===== src/rtl/z16_pkg.sv =====
// Shared widths and ALU control codes for the Z16 operand/issue stage.
package z16_pkg;

  localparam int DATA_W  = 16;
  localparam int REG_NUM = 16;
  localparam int ADDR_W  = 4;

  typedef logic [DATA_W-1:0] data_t;
  typedef logic [ADDR_W-1:0] addr_t;

  typedef enum logic [3:0] {
    ALU_ADD = 4'd0,
    ALU_SUB = 4'd1,
    ALU_MUL = 4'd2,
    ALU_DIV = 4'd3,
    ALU_OR  = 4'd4,
    ALU_AND = 4'd5,
    ALU_XOR = 4'd6,
    ALU_SHL = 4'd7,
    ALU_SHR = 4'd8
  } alu_ctrl_e;

endpackage


===== src/rtl/z16_operand_stage_if.sv =====
// Bundle of issue, ALU-facing and write-back signals around the operand stage.
interface z16_operand_stage_if;
  import z16_pkg::*;

  logic        i_valid;
  logic        o_ready;
  logic [3:0]  i_ctrl;
  addr_t       i_rs_a;
  addr_t       i_rs_b;
  logic        i_use_imm;
  data_t       i_imm;
  addr_t       i_rd;
  logic        i_rd_we;

  logic        o_valid;
  logic        i_ready;
  data_t       o_data_a;
  data_t       o_data_b;
  logic [3:0]  o_ctrl;
  addr_t       o_rd;
  logic        o_rd_we;

  logic        i_wb_en;
  addr_t       i_wb_addr;
  data_t       i_wb_data;

  // Decoder/ALU/write-back side of the stage
  modport master (
    output i_valid, i_ctrl, i_rs_a, i_rs_b, i_use_imm, i_imm, i_rd, i_rd_we,
    output i_ready, i_wb_en, i_wb_addr, i_wb_data,
    input  o_ready, o_valid, o_data_a, o_data_b, o_ctrl, o_rd, o_rd_we
  );

  modport slave (
    input  i_valid, i_ctrl, i_rs_a, i_rs_b, i_use_imm, i_imm, i_rd, i_rd_we,
    input  i_ready, i_wb_en, i_wb_addr, i_wb_data,
    output o_ready, o_valid, o_data_a, o_data_b, o_ctrl, o_rd, o_rd_we
  );

endinterface


===== src/rtl/z16_scoreboard.sv =====
// Per-register pending-write bits with busy lookups that look through a same-cycle write-back.
module z16_scoreboard
  import z16_pkg::*;
(
  input  logic  i_clk,
  input  logic  i_rst,
  input  logic  i_set_en,
  input  addr_t i_set_addr,
  input  logic  i_clr_en,
  input  addr_t i_clr_addr,
  input  addr_t i_rs_a,
  input  addr_t i_rs_b,
  input  addr_t i_rd,
  output logic  o_busy_a,
  output logic  o_busy_b,
  output logic  o_busy_rd
);

  logic [REG_NUM-1:0] pend_q;
  logic [REG_NUM-1:0] pend_d;
  logic [REG_NUM-1:0] clr_mask;
  logic [REG_NUM-1:0] set_mask;

  // A new issue to the same register overrides the returning write-back.
  always_comb begin
    clr_mask = '0;
    set_mask = '0;
    if (i_clr_en) clr_mask[i_clr_addr] = 1'b1;
    if (i_set_en) set_mask[i_set_addr] = 1'b1;
    pend_d    = (pend_q & ~clr_mask) | set_mask;
    o_busy_a  = pend_q[i_rs_a] & ~clr_mask[i_rs_a];
    o_busy_b  = pend_q[i_rs_b] & ~clr_mask[i_rs_b];
    o_busy_rd = pend_q[i_rd]   & ~clr_mask[i_rd];
  end

  always_ff @(posedge i_clk) begin
    if (i_rst) pend_q <= '0;
    else       pend_q <= pend_d;
  end

endmodule


===== src/rtl/z16_operand_stage.sv =====
// Operand fetch/issue stage: register file, hazard stall and one-entry output register to the ALU.
module z16_operand_stage
  import z16_pkg::*;
(
  input  logic                i_clk,
  input  logic                i_rst,
  z16_operand_stage_if.slave  bus
);

  data_t      regs_q [REG_NUM];
  data_t      regs_d [REG_NUM];

  logic       valid_q, valid_d;
  data_t      data_a_q, data_a_d;
  data_t      data_b_q, data_b_d;
  logic [3:0] ctrl_q, ctrl_d;
  addr_t      rd_q, rd_d;
  logic       rd_we_q, rd_we_d;

  logic       busy_a, busy_b, busy_rd;
  logic       hazard, ready, accept;
  logic       wb_hit_a, wb_hit_b;

  z16_scoreboard u_scoreboard (
    .i_clk      (i_clk),
    .i_rst      (i_rst),
    .i_set_en   (accept & bus.i_rd_we),
    .i_set_addr (bus.i_rd),
    .i_clr_en   (bus.i_wb_en),
    .i_clr_addr (bus.i_wb_addr),
    .i_rs_a     (bus.i_rs_a),
    .i_rs_b     (bus.i_rs_b),
    .i_rd       (bus.i_rd),
    .o_busy_a   (busy_a),
    .o_busy_b   (busy_b),
    .o_busy_rd  (busy_rd)
  );

  // Ready ignores i_valid so the decoder can hold an instruction against it.
  always_comb begin
    wb_hit_a = bus.i_wb_en && (bus.i_wb_addr == bus.i_rs_a);
    wb_hit_b = bus.i_wb_en && (bus.i_wb_addr == bus.i_rs_b);
    hazard   = busy_a | (~bus.i_use_imm & busy_b) | (bus.i_rd_we & busy_rd);
    ready    = (~valid_q | bus.i_ready) & ~hazard;
    accept   = bus.i_valid & ready;

    regs_d = regs_q;
    if (bus.i_wb_en) regs_d[bus.i_wb_addr] = bus.i_wb_data;

    valid_d  = valid_q;
    data_a_d = data_a_q;
    data_b_d = data_b_q;
    ctrl_d   = ctrl_q;
    rd_d     = rd_q;
    rd_we_d  = rd_we_q;
    if (accept) begin
      valid_d  = 1'b1;
      data_a_d = wb_hit_a ? bus.i_wb_data : regs_q[bus.i_rs_a];
      data_b_d = bus.i_use_imm ? bus.i_imm
               : (wb_hit_b ? bus.i_wb_data : regs_q[bus.i_rs_b]);
      ctrl_d   = bus.i_ctrl;
      rd_d     = bus.i_rd;
      rd_we_d  = bus.i_rd_we;
    end else if (bus.i_ready) begin
      valid_d  = 1'b0;
    end
  end

  always_ff @(posedge i_clk) begin
    if (i_rst) begin
      for (int i = 0; i < REG_NUM; i++) regs_q[i] <= '0;
      valid_q  <= 1'b0;
      data_a_q <= '0;
      data_b_q <= '0;
      ctrl_q   <= '0;
      rd_q     <= '0;
      rd_we_q  <= 1'b0;
    end else begin
      for (int i = 0; i < REG_NUM; i++) regs_q[i] <= regs_d[i];
      valid_q  <= valid_d;
      data_a_q <= data_a_d;
      data_b_q <= data_b_d;
      ctrl_q   <= ctrl_d;
      rd_q     <= rd_d;
      rd_we_q  <= rd_we_d;
    end
  end

  always_comb begin
    bus.o_ready  = ready;
    bus.o_valid  = valid_q;
    bus.o_data_a = data_a_q;
    bus.o_data_b = data_b_q;
    bus.o_ctrl   = ctrl_q;
    bus.o_rd     = rd_q;
    bus.o_rd_we  = rd_we_q;
  end

endmodule


===== src/flat_wrapper.sv =====
// flat-port wrapper written by rule: the top's interface ports become plain ports
module z16_operand_stage_flat import z16_pkg::*;
  (i_clk, i_rst, bus_i_valid, bus_i_ctrl, bus_i_rs_a, bus_i_rs_b, bus_i_use_imm, bus_i_imm, bus_i_rd, bus_i_rd_we, bus_i_ready, bus_i_wb_en, bus_i_wb_addr, bus_i_wb_data, bus_o_ready, bus_o_valid, bus_o_data_a, bus_o_data_b, bus_o_ctrl, bus_o_rd, bus_o_rd_we);
  z16_operand_stage_if bus_i ();
  input  logic i_clk;
  input  logic i_rst;
  input wire logic [$bits(bus_i.i_valid)-1:0] bus_i_valid;
  input wire logic [$bits(bus_i.i_ctrl)-1:0] bus_i_ctrl;
  input wire logic [$bits(bus_i.i_rs_a)-1:0] bus_i_rs_a;
  input wire logic [$bits(bus_i.i_rs_b)-1:0] bus_i_rs_b;
  input wire logic [$bits(bus_i.i_use_imm)-1:0] bus_i_use_imm;
  input wire logic [$bits(bus_i.i_imm)-1:0] bus_i_imm;
  input wire logic [$bits(bus_i.i_rd)-1:0] bus_i_rd;
  input wire logic [$bits(bus_i.i_rd_we)-1:0] bus_i_rd_we;
  input wire logic [$bits(bus_i.i_ready)-1:0] bus_i_ready;
  input wire logic [$bits(bus_i.i_wb_en)-1:0] bus_i_wb_en;
  input wire logic [$bits(bus_i.i_wb_addr)-1:0] bus_i_wb_addr;
  input wire logic [$bits(bus_i.i_wb_data)-1:0] bus_i_wb_data;
  output wire logic [$bits(bus_i.o_ready)-1:0] bus_o_ready;
  output wire logic [$bits(bus_i.o_valid)-1:0] bus_o_valid;
  output wire logic [$bits(bus_i.o_data_a)-1:0] bus_o_data_a;
  output wire logic [$bits(bus_i.o_data_b)-1:0] bus_o_data_b;
  output wire logic [$bits(bus_i.o_ctrl)-1:0] bus_o_ctrl;
  output wire logic [$bits(bus_i.o_rd)-1:0] bus_o_rd;
  output wire logic [$bits(bus_i.o_rd_we)-1:0] bus_o_rd_we;
  assign bus_i.i_valid = bus_i_valid;
  assign bus_i.i_ctrl = bus_i_ctrl;
  assign bus_i.i_rs_a = bus_i_rs_a;
  assign bus_i.i_rs_b = bus_i_rs_b;
  assign bus_i.i_use_imm = bus_i_use_imm;
  assign bus_i.i_imm = bus_i_imm;
  assign bus_i.i_rd = bus_i_rd;
  assign bus_i.i_rd_we = bus_i_rd_we;
  assign bus_i.i_ready = bus_i_ready;
  assign bus_i.i_wb_en = bus_i_wb_en;
  assign bus_i.i_wb_addr = bus_i_wb_addr;
  assign bus_i.i_wb_data = bus_i_wb_data;
  assign bus_o_ready = bus_i.o_ready;
  assign bus_o_valid = bus_i.o_valid;
  assign bus_o_data_a = bus_i.o_data_a;
  assign bus_o_data_b = bus_i.o_data_b;
  assign bus_o_ctrl = bus_i.o_ctrl;
  assign bus_o_rd = bus_i.o_rd;
  assign bus_o_rd_we = bus_i.o_rd_we;
  z16_operand_stage u_core (.i_clk(i_clk), .i_rst(i_rst), .bus(bus_i));
endmodule

===== config.mk =====
export PLATFORM = sky130hd
export DESIGN_NAME = z16_operand_stage_flat
export DESIGN_NICKNAME = d
export VERILOG_FILES = /design/src/rtl/z16_pkg.sv /design/src/rtl/z16_operand_stage_if.sv /design/src/rtl/z16_scoreboard.sv /design/src/rtl/z16_operand_stage.sv /design/src/flat_wrapper.sv
export SDC_FILE = /design/constraint.sdc
export NUM_CORES = 1
export LEC_CHECK = 0
export BUFFER_PORTS_ARGS = -buffer_cell sky130_fd_sc_hd__buf_4
export CAP_MARGIN = 10
export CORE_MARGIN = 2
export CORE_UTILIZATION = 57
export DETAILED_ROUTE_END_ITERATION = 8
export MAX_ROUTING_LAYER = met4
export PLACE_DENSITY = 0.73
export SETUP_SLACK_MARGIN = 0.02
export SKIP_CTS_REPAIR_TIMING = 1
export SLEW_MARGIN = 25
export SYNTH_ARGS = -nofsm -noshare
export SYNTH_HDL_FRONTEND = slang
export SYNTH_HIERARCHICAL = 1
export SYNTH_SLANG_ARGS = --single-unit

===== constraint.sdc =====
create_clock -name i_clk -period 4.7 [get_ports i_clk]
set_clock_uncertainty 0.2 [all_clocks]
set_input_delay 1.41 -clock i_clk [delete_from_list [all_inputs] [get_ports i_clk]]
set_output_delay 1.41 -clock i_clk [all_outputs]
set_load 0.05 [all_outputs]

==> out/metrics.cfg <==
[final_layout]
regArea_mm2=0.00629
drive_gt1_frac=0.209
finalCoreUtilization=0.666
multi_input_area_mm2=0.00918
diodes=0
finalNetCount=1914
fin_cells=2259
fillCellCount=2281
area_growth_pct=14.4

[die]
die_area_mm2=0.0299
die_width_um=173
row_count=61
die_h_um=173
start_util=0.582
io_pins=102
core_mm2=0.0279

[placed_design]
portBuffers=101
routabilityCongestion=0.936
post-dp-hpwl_um=32800
dp.cells=2195
pre_cts_slack_ns=-0.274

[setup_path]
critPathSlowestCell=a2111oi_4
crit_chain=buf_8, buf_4, nand3b_1, o21ai_0, mux2i_1, nand3b_1, a22oi_1, a2111oi_4, buf_6
crit_buf_inv=3
crit_family=compound AO/OA/AOI/OAI gates
path_class=input port to output port
worstPathRequired_ns=3.09
crit_fanout=6
cp_slowest_stage_delay_ns=0.43
cpMostUsedCell=nand3b_1
startpoint_type=input port
cp.arrival_ns=3.32
endpoint_kind=output port

[detailed_routing]
drtPass1Iterations=5
drt_iter0_drc=1780
routedWlPerCell_um=23.4
totalWireLength_um=52900
ant_nets=0
routed-via-count=14624
vias_per_cell=6.47
drc_errors=0

[timing]
rsz0062_at_grt=yes
whs_ns=0.253
slew_headroom=0.294
finalMaxSlewViolations=0
setup_viol=1
tightest_slew_ns=1.06
min_period_ns=4.93
fmax_ghz=0.203
layout_setup_ws_ns=-0.229
hold_viol_final=0
fin_crit_sh=1.05

[logic_synthesis]
synth_top_family_by_area=multiplexers
ys_seq_elements=314
synth.avg_cell_area_um2=8.98
synthDistinctLibCells=53
synthSimpleGateAreaFrac=0.182
synth_mux_area_frac=0.216
syn_inst=1809
seq_area_frac_synth=0.387
async_flop_share=0
synth_xor_area_frac=0.00809
synth_compound_area_frac=0.157
syn_area_mm2=0.0162
syn_nets=1868
synthAdderAreaFrac=0
ys.flop_type=dfxtp_1
ys_warn_count=6
synth_edf_count=0

[grt]
overflow=0
track_usage=0.357
gr-max-usage-layer=met2
grt_pass1_wl_um=81200
groute.layer.met3.usage=0.0785
grt_pass1_vias=14058
antenna_found_initial=0
grt_max_degree=103
use_met1=0.475
grtUsageMet2=0.549

[clocking]
cts.htree.levels=2
cts.clk_slew.worst_paths_ns=0.06
cts_buffers=36
clk_latency_ns=0.53
clkSinkCount=314
cts_tree=done
clockRootBuffer=clkbuf_16
cts_buffer_depth=3

[power]
cellPowerDensity_mw_per_mm2=342
p_leak_nw=6.39
peakVddDrop_uv=318

[run_status]
status=finished with violations
violations=negative setup slack

[worst_hold_path]
hp-class=flip-flop to flip-flop

[run]
cap_violations=0

-- Yosys cell counts (12+ instances only) --
master / count / share of area
and2_1: 16 / 0.0062
dfxtp_1: 314 / 0.39
mux2i_1: 46 / 0.028
buf_2: 31 / 0.0095
clkbuf_1: 113 / 0.026
nand3b_1: 13 / 0.0060
o221ai_1: 12 / 0.0065
buf_4: 22 / 0.010
a21oi_1: 295 / 0.091
o22a_1: 12 / 0.0065
a221oi_1: 12 / 0.0065
nor2b_1: 23 / 0.0089
nand2_1: 545 / 0.13
a221o_1: 16 / 0.0099
mux4_2: 135 / 0.19
a211oi_1: 20 / 0.0092
o21ai_0: 18 / 0.0055
nand2b_1: 21 / 0.0081
nand3_1: 16 / 0.0049
nor2_1: 38 / 0.0088
o311ai_1: 15 / 0.0081
-- cells by family (layout without fill, tap and decap cells) --
family / Yosys count / in the layout
AO/OA/AOI/OAI: 423 / 423
flip-flops: 314 / 314
multiplexers: 182 / 182
buffers and inverters: 176 / 248
XOR/XNOR: 15 / 15
AND/OR/NAND/NOR: 699 / 699
-- sequential cells by signal, summed over array words and instances, names as in the netlist --
signal and count:
u_core/regs_q 256, u_core/bus.o_data_a 16, u_core/bus.o_data_b 16, u_core/u_scoreboard/pend_q 16, u_core/bus.o_ctrl 4, u_core/bus.o_rd 4, u_core/bus.o_rd_we 1, u_core/bus.o_valid 1
-- worst paths after layout --
check / startpoint / to / slack, ns / cells past startpoint
max: bus_i_wb_addr[1] / bus_o_ready / -0.23 / 9
min: u_core/bus.o_ctrl[3]$_SDFFE_PP0P_ / u_core/bus.o_ctrl[3]$_SDFFE_PP0P_ / 0.25 / 2
max reg2reg: u_core/u_scoreboard/pend_q[0]$_SDFF_PP0_ / u_core/bus.o_data_b[13]$_SDFFE_PP0P_ / 1.40 / 10
min reg2reg: u_core/bus.o_ctrl[3]$_SDFFE_PP0P_ / u_core/bus.o_ctrl[3]$_SDFFE_PP0P_ / 0.25 / 2
-- stage by stage --
stage,setup TNS [ns],total power [mW],instance area [µm²]
2_1_floorplan,-0.283,3.28,16300
3_3_place_gp,-0.206,3.51,17400
3_5_place_dp,-0.274,3.52,17400
4_1_cts,-0.273,6.35,18600
5_1_grt,-0.302,6.53,18600
6_report,-0.229,6.35,18600
-- layout make-up --
type | count | area share
clock buffers | 50 | 0.0568
clock inverters | 14 | 0.00841
inverters | 4 | 0.000808
multi-input cells | 1319 | 0.494
flip-flops and latches | 314 | 0.338
well taps | 378 | 0.0254
repair buffers | 180 | 0.0765
-- cell usage in the layout, fill, tap and decap left out, types with 13 or more instances in the layout --
cell	n
nor2b_1	22
nand2_1	544
mux4_2	135
nand3_1	16
nand3b_1	13
and2_1	16
o311ai_1	15
nor2_1	38
a211oi_1	20
buf_4	172
a21oi_1	295
o21ai_0	16
dfxtp_1	314
nand2b_1	21
mux2i_1	46
clkbuf_16	38
a221o_1	16
-- metal layers --
metal	routed length, µm	part of all wire	vias up
met4	1550	0.029	0
met1	21200	0.40	7059
met3	5850	0.11	157
met2	24300	0.46	892
met5	0	0	-
li1	-	-	6516
-- worst min-delay path, delay by kind of cell (launching register included) --
kind / cells / cell delay, ns
flops: 1 / 0.30
simple gates: 1 / 0.05
compound gates: 1 / 0.05
-- report_power, final --
group          internal (mW)  switching [mW]  total, mW
registers               2.71          0.0357       2.75
logic                  0.256           0.477      0.732
clock network           1.74            1.14       2.87
total                   4.70            1.65       6.35
(Power assumes the default switching activity.)
